### config.mk
export PLATFORM = sky130hd
export DESIGN_NAME = fetch_unit_flat
export DESIGN_NICKNAME = d
export VERILOG_FILES = /design/src/rtl/fetch_if.sv /design/src/rtl/fetch_unit.sv /design/src/flat_wrapper.sv
export SDC_FILE = /design/constraint.sdc
export NUM_CORES = 1
export LEC_CHECK = 0
export ABC_AREA = 1
export CORE_AREA = 2 2 131 133
export CTS_CLUSTER_DIAMETER = 50
export CTS_CLUSTER_SIZE = 8
export DETAILED_ROUTE_END_ITERATION = 12
export DIE_AREA = 0 0 133 135
export GPL_ROUTABILITY_DRIVEN = 0
export HOLD_SLACK_MARGIN = 0.12
export PLACE_DENSITY = 0.85
export SLEW_MARGIN = 10
export SYNTH_ARGS = -nofsm -noshare
export SYNTH_HDL_FRONTEND = slang
export SYNTH_SLANG_ARGS = --single-unit
### constraint.sdc
create_clock -name clk -period 11.8 [get_ports clk]
set_input_delay 1.77 -clock clk [delete_from_list [all_inputs] [get_ports clk]]
set_output_delay 1.77 -clock clk [all_outputs]
set_load 0.02 [all_outputs]
### src/rtl/fetch_if.sv
// Fetch-unit bus: instruction-memory handshake plus the IF/ID register
// and the decode-side stall/redirect controls.
interface fetch_if;
   logic        stall;
   logic        branch_taken;
   logic [31:0] branch_target;
   logic        imem_req;
   logic [31:0] imem_addr;
   logic [31:0] imem_rdata;
   logic        imem_ack;
   logic [31:0] instr;
   logic [5:0]  opcode;
   logic [31:0] pc_plus4;
   logic        instr_valid;

   modport master (
      input  stall, branch_taken, branch_target, imem_rdata, imem_ack,
      output imem_req, imem_addr, instr, opcode, pc_plus4, instr_valid
   );

   modport slave (
      output stall, branch_taken, branch_target, imem_rdata, imem_ack,
      input  imem_req, imem_addr, instr, opcode, pc_plus4, instr_valid
   );
endinterface

### src/rtl/fetch_unit.sv
// Instruction fetch stage: one outstanding imem read, a one-entry skid buffer
// behind the IF/ID register, and branch redirect that drops in-flight reads.
module fetch_unit #(
   parameter logic [31:0] RESET_PC = 32'h0000_0000
) (
   input logic    clk,
   input logic    rst,
   fetch_if.master bus
);

   typedef enum logic [1:0] {S_REQ, S_FULL, S_DROP} state_t;

   state_t      state, state_n;
   logic        started;
   logic [31:0] pc, pc_n;
   logic [31:0] instr_q, instr_n;
   logic [31:0] pc4_q, pc4_n;
   logic        vld_q, vld_n;
   logic [31:0] skid_instr, skid_instr_n;
   logic [31:0] skid_pc4, skid_pc4_n;
   logic [31:0] tgt, tgt_n;
   logic [31:0] br_tgt;
   logic [31:0] pc_inc;
   logic        free;
   logic        req;

   always_ff @(posedge clk or posedge rst) begin
      if (rst) begin
         state      <= S_REQ;
         started    <= 1'b0;
         pc         <= RESET_PC;
         instr_q    <= '0;
         pc4_q      <= '0;
         vld_q      <= 1'b0;
         skid_instr <= '0;
         skid_pc4   <= '0;
         tgt        <= '0;
      end else begin
         state      <= state_n;
         started    <= 1'b1;
         pc         <= pc_n;
         instr_q    <= instr_n;
         pc4_q      <= pc4_n;
         vld_q      <= vld_n;
         skid_instr <= skid_instr_n;
         skid_pc4   <= skid_pc4_n;
         tgt        <= tgt_n;
      end
   end

   always_comb begin
      state_n      = state;
      pc_n         = pc;
      instr_n      = instr_q;
      pc4_n        = pc4_q;
      vld_n        = vld_q;
      skid_instr_n = skid_instr;
      skid_pc4_n   = skid_pc4;
      tgt_n        = tgt;
      br_tgt       = bus.branch_target & ~32'd3;
      pc_inc       = pc + 32'd4;
      free         = !vld_q || !bus.stall;
      // The cycle right after reset issues no request; the first one starts on the next edge.
      req          = started && (state != S_FULL);

      if (!started) begin
         if (bus.branch_taken) begin
            pc_n = br_tgt;
         end
      end else if (bus.branch_taken) begin
         vld_n = 1'b0;
         unique case (state)
            S_REQ: begin
               if (bus.imem_ack) begin
                  pc_n = br_tgt;
               end else begin
                  tgt_n   = br_tgt;
                  state_n = S_DROP;
               end
            end
            S_FULL: begin
               pc_n    = br_tgt;
               state_n = S_REQ;
            end
            S_DROP: begin
               // A branch coinciding with the dropped ack wins over the saved target.
               if (bus.imem_ack) begin
                  pc_n    = br_tgt;
                  state_n = S_REQ;
               end else begin
                  tgt_n = br_tgt;
               end
            end
            default: state_n = S_REQ;
         endcase
      end else begin
         if (vld_q && !bus.stall) begin
            vld_n = 1'b0;
         end
         unique case (state)
            S_REQ: begin
               if (bus.imem_ack) begin
                  pc_n = pc_inc;
                  if (free) begin
                     instr_n = bus.imem_rdata;
                     pc4_n   = pc_inc;
                     vld_n   = 1'b1;
                  end else begin
                     skid_instr_n = bus.imem_rdata;
                     skid_pc4_n   = pc_inc;
                     state_n      = S_FULL;
                  end
               end
            end
            S_FULL: begin
               if (!bus.stall) begin
                  instr_n = skid_instr;
                  pc4_n   = skid_pc4;
                  vld_n   = 1'b1;
                  state_n = S_REQ;
               end
            end
            S_DROP: begin
               if (bus.imem_ack) begin
                  pc_n    = tgt;
                  state_n = S_REQ;
               end
            end
            default: state_n = S_REQ;
         endcase
      end
   end

   assign bus.imem_req    = req;
   assign bus.imem_addr   = pc;
   assign bus.instr       = instr_q;
   assign bus.opcode      = instr_q[31:26];
   assign bus.pc_plus4    = pc4_q;
   assign bus.instr_valid = vld_q;

endmodule

### src/flat_wrapper.sv
// flat-port wrapper written by rule: the top's interface ports become plain ports
module fetch_unit_flat 
#(
   parameter logic [31:0] RESET_PC = 32'h0000_0000
)
  (clk, rst, bus_stall, bus_branch_taken, bus_branch_target, bus_imem_rdata, bus_imem_ack, bus_imem_req, bus_imem_addr, bus_instr, bus_opcode, bus_pc_plus4, bus_instr_valid);
  fetch_if bus_i ();
  input logic clk;
  input logic rst;
  input wire logic [$bits(bus_i.stall)-1:0] bus_stall;
  input wire logic [$bits(bus_i.branch_taken)-1:0] bus_branch_taken;
  input wire logic [$bits(bus_i.branch_target)-1:0] bus_branch_target;
  input wire logic [$bits(bus_i.imem_rdata)-1:0] bus_imem_rdata;
  input wire logic [$bits(bus_i.imem_ack)-1:0] bus_imem_ack;
  output wire logic [$bits(bus_i.imem_req)-1:0] bus_imem_req;
  output wire logic [$bits(bus_i.imem_addr)-1:0] bus_imem_addr;
  output wire logic [$bits(bus_i.instr)-1:0] bus_instr;
  output wire logic [$bits(bus_i.opcode)-1:0] bus_opcode;
  output wire logic [$bits(bus_i.pc_plus4)-1:0] bus_pc_plus4;
  output wire logic [$bits(bus_i.instr_valid)-1:0] bus_instr_valid;
  assign bus_i.stall = bus_stall;
  assign bus_i.branch_taken = bus_branch_taken;
  assign bus_i.branch_target = bus_branch_target;
  assign bus_i.imem_rdata = bus_imem_rdata;
  assign bus_i.imem_ack = bus_imem_ack;
  assign bus_imem_req = bus_i.imem_req;
  assign bus_imem_addr = bus_i.imem_addr;
  assign bus_instr = bus_i.instr;
  assign bus_opcode = bus_i.opcode;
  assign bus_pc_plus4 = bus_i.pc_plus4;
  assign bus_instr_valid = bus_i.instr_valid;
  fetch_unit #(.RESET_PC(RESET_PC)) u_core (.clk(clk), .rst(rst), .bus(bus_i));
endmodule
---- Word-level counts from Yosys, hierarchy flattened ----
Cells that the tools add are included.
word-level totals
  latch bits .............................. 0
  word-level logic and storage cells ...... 71
  bits in registers ....................... 194
  output and inout port bits .............. 104
  RAM bits ................................ 0
  memory bits (read-only) ................. 0
  memories ................................ 0
  input bits .............................. 69
operators by class
  $mul .................................... 0
  div/mod/pow operators ................... 0
  magnitude comparators ................... 0
  shift operators ......................... 0
  multiplexer cells ....................... 30
  add/subtract/negate cells ............... 1
  bitwise logic cells ..................... 3
  reductions and logical operators ........ 15
  eq/ne operators ......................... 13
operators with widths
  kind                     number
  $mux W32                 12
  $pmux W32 S2             4
  $add A32 B3 Y32 const B  1
  $ne A3 B3 Y1 const B     5
  $mux W2                  6
  $reduce_and A6 Y1        2
  $reduce_and A5 Y1        2
  $ne A4 B4 Y1 const B     2
  $pmux W2 S3              1
  $mux W1                  5
  $ne A2 B1 Y1 const B     2
  $ne A2 B2 Y1 const B     2
  $pmux W2 S2              1
  $reduce_and A4 Y1        1
  $reduce_bool A2 Y1       2
  $not A1 Y1               3
  $reduce_bool A3 Y1       1
  $eq A2 B1 Y1 const B     1
  $eq A2 B2 Y1 const B     1
  $logic_and A1 B1 Y1      2
  $logic_not A1 Y1         2
  $logic_not A2 Y1         1
  $pmux W1 S2              1
  $reduce_or A2 Y1         1
  $logic_or A1 B1 Y1       1

---- Depth between registers and ports, before layout ----
Gate-level depths: netlist (run 1).
  depth after elaboration ................. 7
  gate-level depth with buffers ........... 10
  mapped depth without buffers ............ 10

---- Worst setup path before layout (run 1) ----
OpenSTA, ideal clock, no wires.
  path type ............................... flip-flop to output port
  start point ............................. register u_core.state[0]
  end point ............................... output port bus_imem_req
  buffers on the path ..................... 2
  slack ................................... 8.866 ns
  stages on the path, launching flop included .. 6
  data required time ...................... 10.030 ns
  arrival time ............................ 1.164 ns
  cell sequence ........................... dfrtp_1 -> inv_1 -> nor2_1 -> buf_2 -> clkbuf_1 -> nor2_1
on the way
  cells in the longest elaborated chain, start to end .. 2
RTL lines
  element                 RTL line            RTL
  start, declared         fetch_unit.sv:13    state_t state, state_n;
  start signal, assigned  fetch_unit.sv:39    state <= state_n;
  $ne A2 B1 Y1            fetch_unit.sv:64    req = started && (state != S_FULL);
  $logic_and A1 B1 Y1     fetch_unit.sv:64
  end, declared           flat_wrapper.sv:15  output wire logic [$bits(bus_i.imem_req)-1:0] bus_imem_req;
Every way passes these cells.

---- Worst setup path after layout (run 1) ----
  start point ............................. input port bus_branch_taken
  end point ............................... register u_core.pc4_q[21] (netlist: u_core.bus.pc_plus4[21])
on the way
  cells in the longest elaborated chain, start to end .. 2
RTL lines
  element                      RTL line            RTL
  start, declared              flat_wrapper.sv:11  input wire logic [$bits(bus_i.branch_taken)-1:0] bus_branch_taken;
  $not A1 Y1 (no line)         -
  $reduce_and A6 Y1 (no line)  -
  end signal, assigned         fetch_unit.sv:43    pc4_q <= pc4_n;
  end, declared                fetch_unit.sv:17    logic [31:0] pc4_q, pc4_n;
Every way passes these cells.
A chain may end at the register's enable or synchronous reset.

==> flow_results.org, run 1 <==
** Worst setup path
- Crit path kind :: in -> reg
- Required arrival time at the worst endpoint :: 12100 ps
- In this design, the stage delay of the slowest critical-path cell is 740 ps.
- CP cell instances :: clkdlybuf4s50_1 -> inv_2 -> nand2_2 -> inv_1 -> nand4_4 -> buf_4 -> inv_2 -> o21ai_0 -> o21ai_0
- Of all nets on the critical path, the largest fanout is 107.
- Launching element of the worst setup path :: bus_branch_taken
- The worst setup path is captured at a register.
- The worst register-to-register path begins at u_core.state[0].
- The worst setup path is launched from an input pin.
- Slowest stage cell on the critical path :: buf_4
- Data arrives at the worst endpoint at 4220 ps.

** Routing
- Vias after detailed routing :: 8399
- Routed length on met3 :: 1.581 mm
- Summed over all nets, wire length on met2 after detailed routing comes to 10.75 mm.
- DRT Pass-1 Iters :: 5
- Highest routed layer :: met4
- Aggregate routed wire length :: 23.10 mm
- After detailed routing, the number of remaining DRC violations is 0.
- Post-route antenna net violation count :: 0
- In the routed layout, each cell is associated on average with a via count of 5.282.
- In the final routed layout, each cell accounts on average for 14.53 um.
- Routed length on met1 :: 10.30 mm
- Detailed router's first-iteration violation count :: 708

** STA
- Setup repair after global routing left no endpoint under its margin.
- Final hold violation count :: 0
- In this run the tightest slew margin relative to its limit is 0.3441.
- The count of pins over their slew limit is 0.
- Sum Neg Setup Slack :: 0 ps
- Highest achievable clock rate :: 255.5 MHz
- Slew of the pin with the lowest slew margin :: 980.4 ps
- Setup violations remaining at the end of the flow were counted as 0.
- Post-route fraction of the period consumed by the critical path :: 0.3317
- Between clock sinks in the finished design, the worst skew comes to 9.476 ps.
- Fin crit period :: 3914 ps

** Synth
- Yosys warning total :: 0
- After synthesis, the mean cell area works out to 7.540 um2.
- Top-area cell type share of the netlist area :: 0.5073
- For this run, the register share of the synthesized area comes to 0.5073.
- The synthesized netlist occupies a cell area of 0.009274 mm2.
- Synth top area cells :: dfrtp_1 51%, nand2_1 15%, o21ai_0 11%
- Cells after Synth :: 1230
- Counting flops and latches in the post-synthesis netlist gives 188.
- Synth area leader :: dfrtp_1
- Synth unique cells :: 33

** Pwr
- Pwr Density :: 241.4 mW/mm2
- Across the VDD grid, the largest voltage drop is 0.0001270 V.
- For this design the static power due to leakage is 5.484 nW.

** Global route
- Pin count of the biggest net entering global routing :: 108
- Number of antenna violations at the first check in global routing :: 0
- Congestion Overflow GR :: 0
- The first global-routing pass estimated 38.38 mm of wire.
- Across every metal layer, demand over resource in global routing totals 0.2670.
- Number of global-route vias before repair :: 7764

** Final layout
- Total inserted antenna cells :: 0
- Core occupancy in the finished layout :: 0.7050
- Relative to the synthesized area, the layout overhead comes to 24.73%.
- The final layout contains 1428 nets.
- Excluding fillers, the count of instances in the completed layout stands at 1590.
- In the final layout, the share of cells above drive strength 1 is 0.04453.

** Die
- The initial utilization of the core area, before any placement, comes to 0.5652.
- Row count :: 47
- The die covers 0.01796 mm2.
- The total area inside the core boundary comes to 0.01641 mm2.
- Die X-Extent :: 133 um
- Number of top-level pins :: 173
- Overall die height :: 135 um

** Clock network
- # H-tree levels :: 4
- Clock Root Buffer :: clkbuf_16
- CTS sink count :: 188
- At the later pin of the worst-skew pair, clock insertion delay measures 430 ps.
- Post-CTS Hold Buffers :: 0
- Post-CTS Setup Repair Bufs :: 0
- TritonCTS clock tree :: built
- Clk pin slew, worst setup/hold paths :: 70 ps
- Number of buffers added by the clock tree synthesis step :: 17
- Maximum count of clock buffers along a single path :: 2
- After clock tree synthesis, the repair step resized 0 gates.

** Job
- The tool flagged a number of max-cap violations equal to 0.

** Outcome
- Run status :: finished, final reports clean

** Place
- After legalization and detailed placement, the total HPWL measured 15.53 mm.
- PortBufs :: 166
- Counting tap cells, the placed design contains a total of 1559 instances.

** Hold path
- In this run the most critical hold path is launched from u_core.tgt[3].
- Worst hold path class :: reg -> reg
[routing by layer]
metal / vias to the layer above / track usage
li1: 4124 / -
met1: 3898 / 0.3758
met2: 342 / 0.4211
met3: 35 / 0.04692
met4: 0 / 0.09379
met5: - / 0
[placed cells by master, fill, tap and decap left out, types with 7 or more instances in the layout]
master / count
nand2_1: 367
dfrtp_1: 188
nand3_1: 32
a21oi_1: 25
o21ai_1: 22
nor2_2: 7
a31oi_1: 11
xor2_1: 12
inv_1: 117
o21ai_0: 204
clkdlybuf4s50_1: 166
buf_4: 8
clkbuf_16: 17
nor2_1: 139
inv_2: 7
[sequential cells by signal, summed over array words and instances (netlist names)]
signal                  flops
u_core.bus.imem_addr       30
u_core.bus.instr           32
u_core.bus.instr_valid      1
u_core.bus.pc_plus4        30
u_core.skid_instr          32
u_core.skid_pc4            30
u_core.started              1
u_core.state                2
u_core.tgt                 30
[cell usage after synthesis]
| cell type | number |
|---|---|
| xor2_1 | 12 |
| dfrtp_1 | 188 |
| and2_1 | 1 |
| o21ai_0 | 204 |
| nor2_4 | 1 |
| buf_4 | 17 |
| a22oi_1 | 1 |
| o21ai_1 | 22 |
| buf_1 | 3 |
| nand4_1 | 1 |
| o22ai_1 | 2 |
| o21bai_1 | 1 |
| clkbuf_1 | 29 |
| a21oi_1 | 25 |
| nand4_2 | 1 |
| nand2_2 | 3 |
| buf_2 | 19 |
| nor2_2 | 7 |
| nand2_1 | 367 |
| nor2_1 | 140 |
| nor3_1 | 3 |
| xnor2_1 | 3 |
| nand3_1 | 32 |
| inv_2 | 7 |
| o31ai_1 | 1 |
| nor3_2 | 1 |
| ha_1 | 1 |
| clkinv_1 | 2 |
| inv_1 | 118 |
| nor4_4 | 1 |
| conb_1 | 2 |
| o211ai_1 | 4 |
| a31oi_1 | 11 |
[kinds of logic after synthesis]
family | Yosys count | share of synthesized area
buf+inv | 195 | 0.08837
flops | 188 | 0.5073
simple gates | 558 | 0.2381
xor+xnor | 15 | 0.01417
fa+ha+maj | 1 | 0.001349
other cells | 2 | 0.0008098
compound gates | 271 | 0.1499
[final cells by class]
cell class              count  area (um2)
clock buffers              23       498.0
clock inverters             8       108.9
fillers                  1293        4840
inverters                 127       481.7
multi-input cells         850        3777
flip-flops and latches    188        4705
well taps                 220       275.3
repair buffers            174        1722
[power breakdown]
part	switching, mW	leakage (nW)	total, mW	internal, mW
combinational	0.658	2.94	1.12	0.461
clock	0.242	0.288	0.582	0.340
sequential	0.182	2.26	1.09	0.909
total	1.08	5.48	2.79	1.71
[worst paths after layout]
| path | slack, ps | depth (start not counted) | end |
|---|---|---|---|
| setup / recovery | 7890 | 9 | u_core.bus.pc_plus4[21] |
| setup reg to reg | 8780 | 8 | u_core.bus.imem_addr[20] |
| min in group asynchronous | 1780 | 2 | u_core.bus.instr[1] |
| max in group asynchronous | 8620 | 3 | u_core.skid_instr[23] |
| hold reg to reg | 470 | 2 | u_core.tgt[3] |
| hold / removal | 470 | 2 | u_core.tgt[3] |
[stage by stage]
| step | cell area (um2) | worst slack [ps] | power (mW) | hold slack, ps |
|---|---|---|---|---|
| after floorplan | 9285 | 4916 | 1.725 | 436.7 |
| after global placement | 10960 | 7510 | 2.172 | 447.8 |
| after detailed placement | 10960 | 7456 | 2.212 | 453.7 |
| after CTS | 11570 | 7912 | 2.801 | 470.7 |
| after global routing | 11570 | 7651 | 2.969 | 498.1 |
| final | 11570 | 7886 | 2.793 | 469.1 |
[worst max-delay path, delay by kind of cell]
kind / cells / cell delay, ps
simple gates: 2 / 280
compound gates: 2 / 290
buf+inv: 5 / 1810
Power figures use the tool's default switching activity.
==> inputs of run 2 (changes only) <==
--- a/config.mk
+++ b/config.mk
@@ -6,14 +6,14 @@
 export NUM_CORES = 1
 export LEC_CHECK = 0
 export ABC_AREA = 1
-export CORE_AREA = 2 2 131 133
+export CORE_AREA = 2 2 136 138
 export CTS_CLUSTER_DIAMETER = 50
 export CTS_CLUSTER_SIZE = 8
 export DETAILED_ROUTE_END_ITERATION = 12
-export DIE_AREA = 0 0 133 135
+export DIE_AREA = 0 0 138 140
 export GPL_ROUTABILITY_DRIVEN = 0
 export HOLD_SLACK_MARGIN = 0.12
-export PLACE_DENSITY = 0.85
+export PLACE_DENSITY = 0.8
 export SLEW_MARGIN = 10
 export SYNTH_ARGS = -nofsm -noshare
 export SYNTH_HDL_FRONTEND = slang
==> constraint.sdc (replaced) <==
create_clock -name clk -period 3.9 [get_ports clk]
set_input_delay 0.585 -clock clk [delete_from_list [all_inputs] [get_ports clk]]
set_output_delay 0.585 -clock clk [all_outputs]
set_load 0.02 [all_outputs]
==> run 2 against run 1 <==
Net effect:
- sequential share of layout area fell by 0.36 points
- critical path type is now reg -> out
- highest routed layer unchanged
- total power rose to 3.1 times the previous value
- wire length is 0.81% higher
- cell count grew 0.75%
==> flow_results.org, run 2 (same netlist as run 1, synthesis figures left out) <==
** Worst setup path
- Count of buffer and inverter cells on the critical path :: 1
- Reg2reg setup slack :: 1600 ps
- Slowest stage cell on the critical path :: clkdlybuf4s50_1
- The worst setup path is launched from a register.
- Delay of the slowest cell on the worst path :: 550 ps
- STA puts the critical path data arrival time at 1940 ps.
- The worst setup path is captured at an output pin.
- Largest delay contributor family on the critical path :: buffers and inverters
- The critical path is of the reg -> out type.
- Walking the worst path, the cells encountered are nor2_4 -> nor2_1 -> clkdlybuf4s50_1.
- Required arrival time at the worst endpoint :: 3310 ps
- Crit path max fanout :: 20

** Place
- Setup slack after placement :: 1096 ps
- Detailed placer's ending HPWL :: 15.67 mm
- PortBufs :: 166

** Routing
- Post-detailed-route DRC marker count :: 0
- In this run the remaining antenna-violating nets after routing total 0.
- DRT Pass-1 Iters :: 5
- Using the TritonRoute via totals, the vias-per-cell ratio works out to 5.237.
- After detailed routing, the average wire length per cell comes to 14.53 um.
- The routed design has 23.28 mm of wire.
- For this block, the initial DRC count from the detailed router was 636.
- Summing over every cut layer, the via total after detailed routing is 8390.

** Final layout
- Post-synthesis to final-layout area growth :: 25.84%
- Most common cell after layout, fill and taps aside :: nand2_1
- Number of nets at the end of the flow :: 1430
- For this run, the share of the core covered by cells in the final layout is 0.6564.
- 0 antenna diodes ended up in the layout.
- In the final layout, the share of cells above drive strength 1 is 0.04734.
- In the layout the commonest cells are 367 x nand2_1, 204 x o21ai_0, 188 x dfrtp_1.

** Clock network
- CTS sink count :: 188
- Latest clock arrival within the worst-skew pair :: 440 ps
- Clock Root Buffer :: clkbuf_16
- The longest clock path from root to sink contains 2 buffers.
- In this run, post-CTS hold repair placed 0 buffers.
- TritonCTS built the clock tree.
- Post-CTS Setup Repair Bufs :: 0
- Number of buffers added by the clock tree synthesis step :: 17
- After clock tree synthesis, the clock-pin slew on the worst setup and hold paths is 70 ps.
- The H-tree was split into 4 levels.
- Resized cells post-CTS :: 0

** Die
- Number of top-level pins :: 173
- The die is 140 um tall.
- The region available for standard cell placement spans 0.01778 mm2.
- In this run the core area contains 49 standard-cell rows.
- The die is 138 um wide.
- Initial Util :: 0.5216
- Die footprint :: 0.01932 mm2

** STA
- Setup-failing EPs final :: 0
- Setup repair after global routing left no endpoint under its margin.
- Highest achievable clock rate :: 396.0 MHz
- Setup total negative slack on the finished layout was measured at 0 ps.
- Slew of the pin with the lowest slew margin :: 984.2 ps
- Final hold violation count :: 0
- Tightest hold margin :: 462.6 ps
- Fin crit period :: 2525 ps
- The count of pins over their slew limit came to 0.
- Post-layout worst setup margin :: 1375 ps
- Dividing the final minimum period by the clock period gives 0.6475.
- Clock Skew :: 12.26 ps
- Headroom to the max-slew limit came out at 0.3439.

** Pwr
- Total leakage power :: 5.519 nW
- Dividing total power by cell area gives a power density of 734.6 mW/mm2.
- Worst supply voltage drop on vdd :: 0.0003898 V
- Summing internal, switching and leakage power gives 8.572 mW.

** Global route
- Entering global routing, the biggest net connects 189 pins.
- First-pass GRT wire length :: 37.76 mm
- Gr usage total :: 0.2394
- Number of antenna violations at the first check in global routing :: 0
- Summed over all layers, the global routing overflow is 0.
- The via count of the first global-routing pass is 7433.

** Hold path
- Worst hold path class :: reg -> reg

** Job
- Max-cap violations :: 0

** Outcome
- Run status :: finished, final reports clean
-- run 2: area by class of cell --
cell class / instances / area, um2
fillers: 1533 / 6110
flip-flops and latches: 188 / 4705
multi-input cells: 850 / 3777
repair buffers: 176 / 1787
inverters: 127 / 480.5
clock buffers: 19 / 452.9
well taps: 229 / 286.5
clock inverters: 13 / 181.4
-- run 2: through the flow --
step,instances,area [um2]
floorplan,1233,9289
global placement,1570,11040
detailed placement,1570,11040
CTS,1602,11670
global route,1602,11670
finish,1602,11670
-- run 2: per-layer routing --
| metal | vias up | share of wire | global-route usage |
|---|---|---|---|
| met5 | - | 0 | 0 |
| met4 | 0 | 0.021 | 0.08110 |
| met3 | 39 | 0.073 | 0.04376 |
| met2 | 347 | 0.45 | 0.3658 |
| met1 | 3872 | 0.45 | 0.3472 |
| li1 | 4132 | - | - |
-- run 2: report_power, final --
group	leakage [nW]	internal, mW	switching [mW]
Clock	0.302	1.06	0.805
Sequential	2.26	2.75	0.563
Combinational	2.96	1.41	1.99
-- run 2: path summary, 6_finish.rpt --
| path | start | to | cells past startpoint |
|---|---|---|---|
| max in group asynchronous | rst | u_core.bus.imem_addr[30] | 3 |
| setup reg to reg | u_core.state[1] | u_core.bus.instr[31] | 4 |
| hold / removal | u_core.skid_pc4[6] | u_core.skid_pc4[6] | 2 |
| setup / recovery | u_core.state[1] | bus_imem_req | 3 |
| min in group asynchronous | rst | u_core.bus.instr[4] | 3 |
| hold reg to reg | u_core.skid_pc4[6] | u_core.skid_pc4[6] | 2 |
-- run 2: worst reg2reg max path: cells and delay by family, from the launching register on --
| family | cells | cell delay, ps |
|---|---|---|
| flip-flops | 1 | 480 |
| AND/OR/NAND/NOR | 1 | 410 |
| buffers and inverters | 1 | 690 |
| AO/OA/AOI/OAI | 2 | 580 |
==> inputs of run 3 (changes only) <==
==> constraint.sdc (replaced) <==
create_clock -name clk -period 2.6 [get_ports clk]
set_input_delay 0.39 -clock clk [delete_from_list [all_inputs] [get_ports clk]]
set_output_delay 0.39 -clock clk [all_outputs]
set_load 0.02 [all_outputs]
==> run 3 against run 2 <==
Net effect:
- via count is 1.1% lower
- count of clock-buffer cells in the layout is the same
- worst hold slack worse by 260 ps
- register-to-register slack worse by 1100 ps
- worst setup slack got worse by 950 ps
- sequential share of layout area about the same
- flip-flop and latch count did not move
- global-route usage increased by 0.34 points
- cell count increased by 0.25%
- clock power grew 39%
- utilization hardly changed
- die area stayed put
==> flow_results.org, run 3 (same netlist as run 1, synthesis figures left out) <==
** STA
- For the final database, setup skew stands at 9.970 ps.
- Worst slew slack as a fraction of its limit :: 0.4332
- The count of endpoints failing hold in the final timing report came to 0.
- The count of pins over their slew limit came to 0.
- The worst path needs 2173 ps of the cycle, external delays included.
- Highest achievable clock rate :: 460.1 MHz
- Tightest hold margin :: 202.5 ps
- For the pin with the worst max-slew slack, the measured transition is 850.3 ps.
- Setup-failing EPs final :: 0
- Post-route fraction of the period consumed by the critical path :: 0.8360
- Setup repair after global routing missed its margin :: false

** Worst setup path
- The critical path contains buffers and inverters numbering 2 combined.
- The signal on the critical path passes through inv_1 -> nor2_4 -> nor2_1 -> clkdlybuf4s50_1.
- By startpoint and endpoint, the worst setup path is classified as reg -> out.
- In this design, the largest share of critical-path delay is due to buffers and inverters.
- Required arrival time at the worst endpoint :: 2210 ps
- Endpoint type of the worst setup path :: output pin
- Delay of the slowest cell on the worst path :: 600 ps
- STA classifies the critical path startpoint as a register.
- In this run the worst path has a maximum fanout of 8.
- Among all stages on the critical path, the largest delay is contributed by clkdlybuf4s50_1.
- At the worst endpoint, the arrival time is 1780 ps.

** Final layout
- Total inserted antenna cells :: 0
- Fraction of layout cells with a size suffix above 1 :: 0.04938
- The library cell used most frequently in the layout, excluding fill and tap cells, is nand2_1.
- Most used cells in the layout excluding fill and tap cells :: 367 x nand2_1, 204 x o21ai_0, 188 x dfrtp_1
- Number of nets at the end of the flow :: 1434
- Post-synthesis to final-layout area growth :: 25.89%

** Routing
- Aggregate routed wire length :: 22.92 mm
- Dividing the detail-routed wire length by the instance count gives 14.27 um.
- Average via count per standard cell :: 5.169
- Post-route antenna net violation count :: 0
- Before antenna repair, the detailed router went through 5 iterations.
- Vias after detailed routing :: 8301
- Post-detailed-route DRC marker count :: 0
- The first routing iteration left 635 violations.

** Die
- Initial Util :: 0.5216
- Placeable core region :: 0.01778 mm2
- The die covers 0.01932 mm2.
- Pin placement for this block handled 173 I/O pins.
- Measured along the y axis, the die boundary spans 140 um.
- Measured along the x axis, the die boundary spans 138 um.
- The floorplan has 49 rows.

** Global route
- Number of global-route vias before repair :: 7563
- The number of antenna violations at the first check in global routing was 0.
- Gr usage total :: 0.2428
- The total overflow left after global routing is 0.
- Pin count of the biggest net entering global routing :: 127
- The first global-routing pass estimated 38.14 mm of wire.

** Hold path
- The worst hold path belongs to the class in -> async.

** Clock network
- The clock drives 188 sinks.
- Clock Root Buffer :: clkbuf_16
- Maximum count of clock buffers along a single path :: 2
- The later pin in the worst-skew pair is clocked with a latency of 440 ps.
- Clk pin slew, worst setup/hold paths :: 70 ps
- Number of buffers added by the clock tree synthesis step :: 17
- Once the clock tree was built, the setup fixing pass inserted 0 buffers.
- Post-CTS Hold Buffers :: 0
- # H-tree levels :: 4
- After clock tree synthesis, the repair step resized 0 gates.
- TritonCTS built the clock tree.

** Pwr
- The worst-case IR drop observed on VDD is 0.0005637 V.
- Total power for the finished layout comes to 12.66 mW.
- In this run the static leakage power is 5.524 nW.
- Of the total power, registers draw 0.392.
- Power share of the combinational group :: 0.404
- Net switching fraction of the power :: 0.3918
- Power spread over the standard cell area amounts to 1085 mW/mm2.
- Clock network fraction of design power :: 0.204
- For this design the total switching power over the nets is 4.961 mW.
- Internal power summed over all cells :: 7.702 mW

** Place
- Detailed placer's ending HPWL :: 15.69 mm
- Input and output buffers added on the ports amount to 166.

** Outcome
- The flow ran to the end, and the final reports show no timing, DRC or antenna violations.

** Job
- Max-cap violations :: 0
==> run 3: final timing paths <==
check                           slack (ps)  depth (start not counted)                     from                        to
worst min register to register         470                          2            u_core.tgt[4]             u_core.tgt[4]
min in group clk                       470                          2            u_core.tgt[4]             u_core.tgt[4]
worst max-delay path                   430                          4          u_core.state[0]              bus_imem_req
worst min-delay path                   200                          2                      rst       u_core.bus.instr[1]
worst max register to register         480                         10  u_core.bus.imem_addr[2]  u_core.bus.imem_addr[18]
max in group asynchronous             1550                          3                      rst       u_core.skid_pc4[24]
==> run 3: per-stage QoR <==
stage | cell area [um2] | utilization | cells | worst slack, ps | TNS [ps]
floorplan | 9289 | - | 1233 | -210.5 | -39570
global placement | 11090 | 0.6238 | 1574 | 388.8 | 0
detailed placement | 11090 | 0.6238 | 1574 | 303.4 | 0
CTS | 11670 | 0.6567 | 1606 | 407.2 | 0
global route | 11670 | 0.6567 | 1606 | 246.1 | 0
finish | 11670 | 0.6567 | 1606 | 426.5 | 0
==> run 3: layout make-up <==
type,instances,area [um2]
fillers,1552,6105
inverters,127,480.5
multi-input cells,850,3777
clock buffers,19,442.9
clock inverters,13,141.4
flip-flops and latches,188,4705
repair buffers,180,1842
well taps,229,286.5
==> run 3: metal layers <==
metal,routed length (um),vias to the layer above,global-route usage,share of wire
met3,1368,38,0.04444,0.060
met5,0,-,0,0
met1,10850,3817,0.3551,0.47
li1,-,4149,-,-
met4,398,0,0.07626,0.017
met2,10300,297,0.3705,0.45
==> run 3: power groups by stage <==
stage	clock [mW]	combinational, mW	sequential, mW
after global routing	2.76	5.63	5.11
after floorplan	0	2.26	5.57
final	2.59	5.11	4.96
after CTS	2.64	5.13	4.96
after detailed placement	0	5.10	5.00
after global placement	0	4.98	4.96
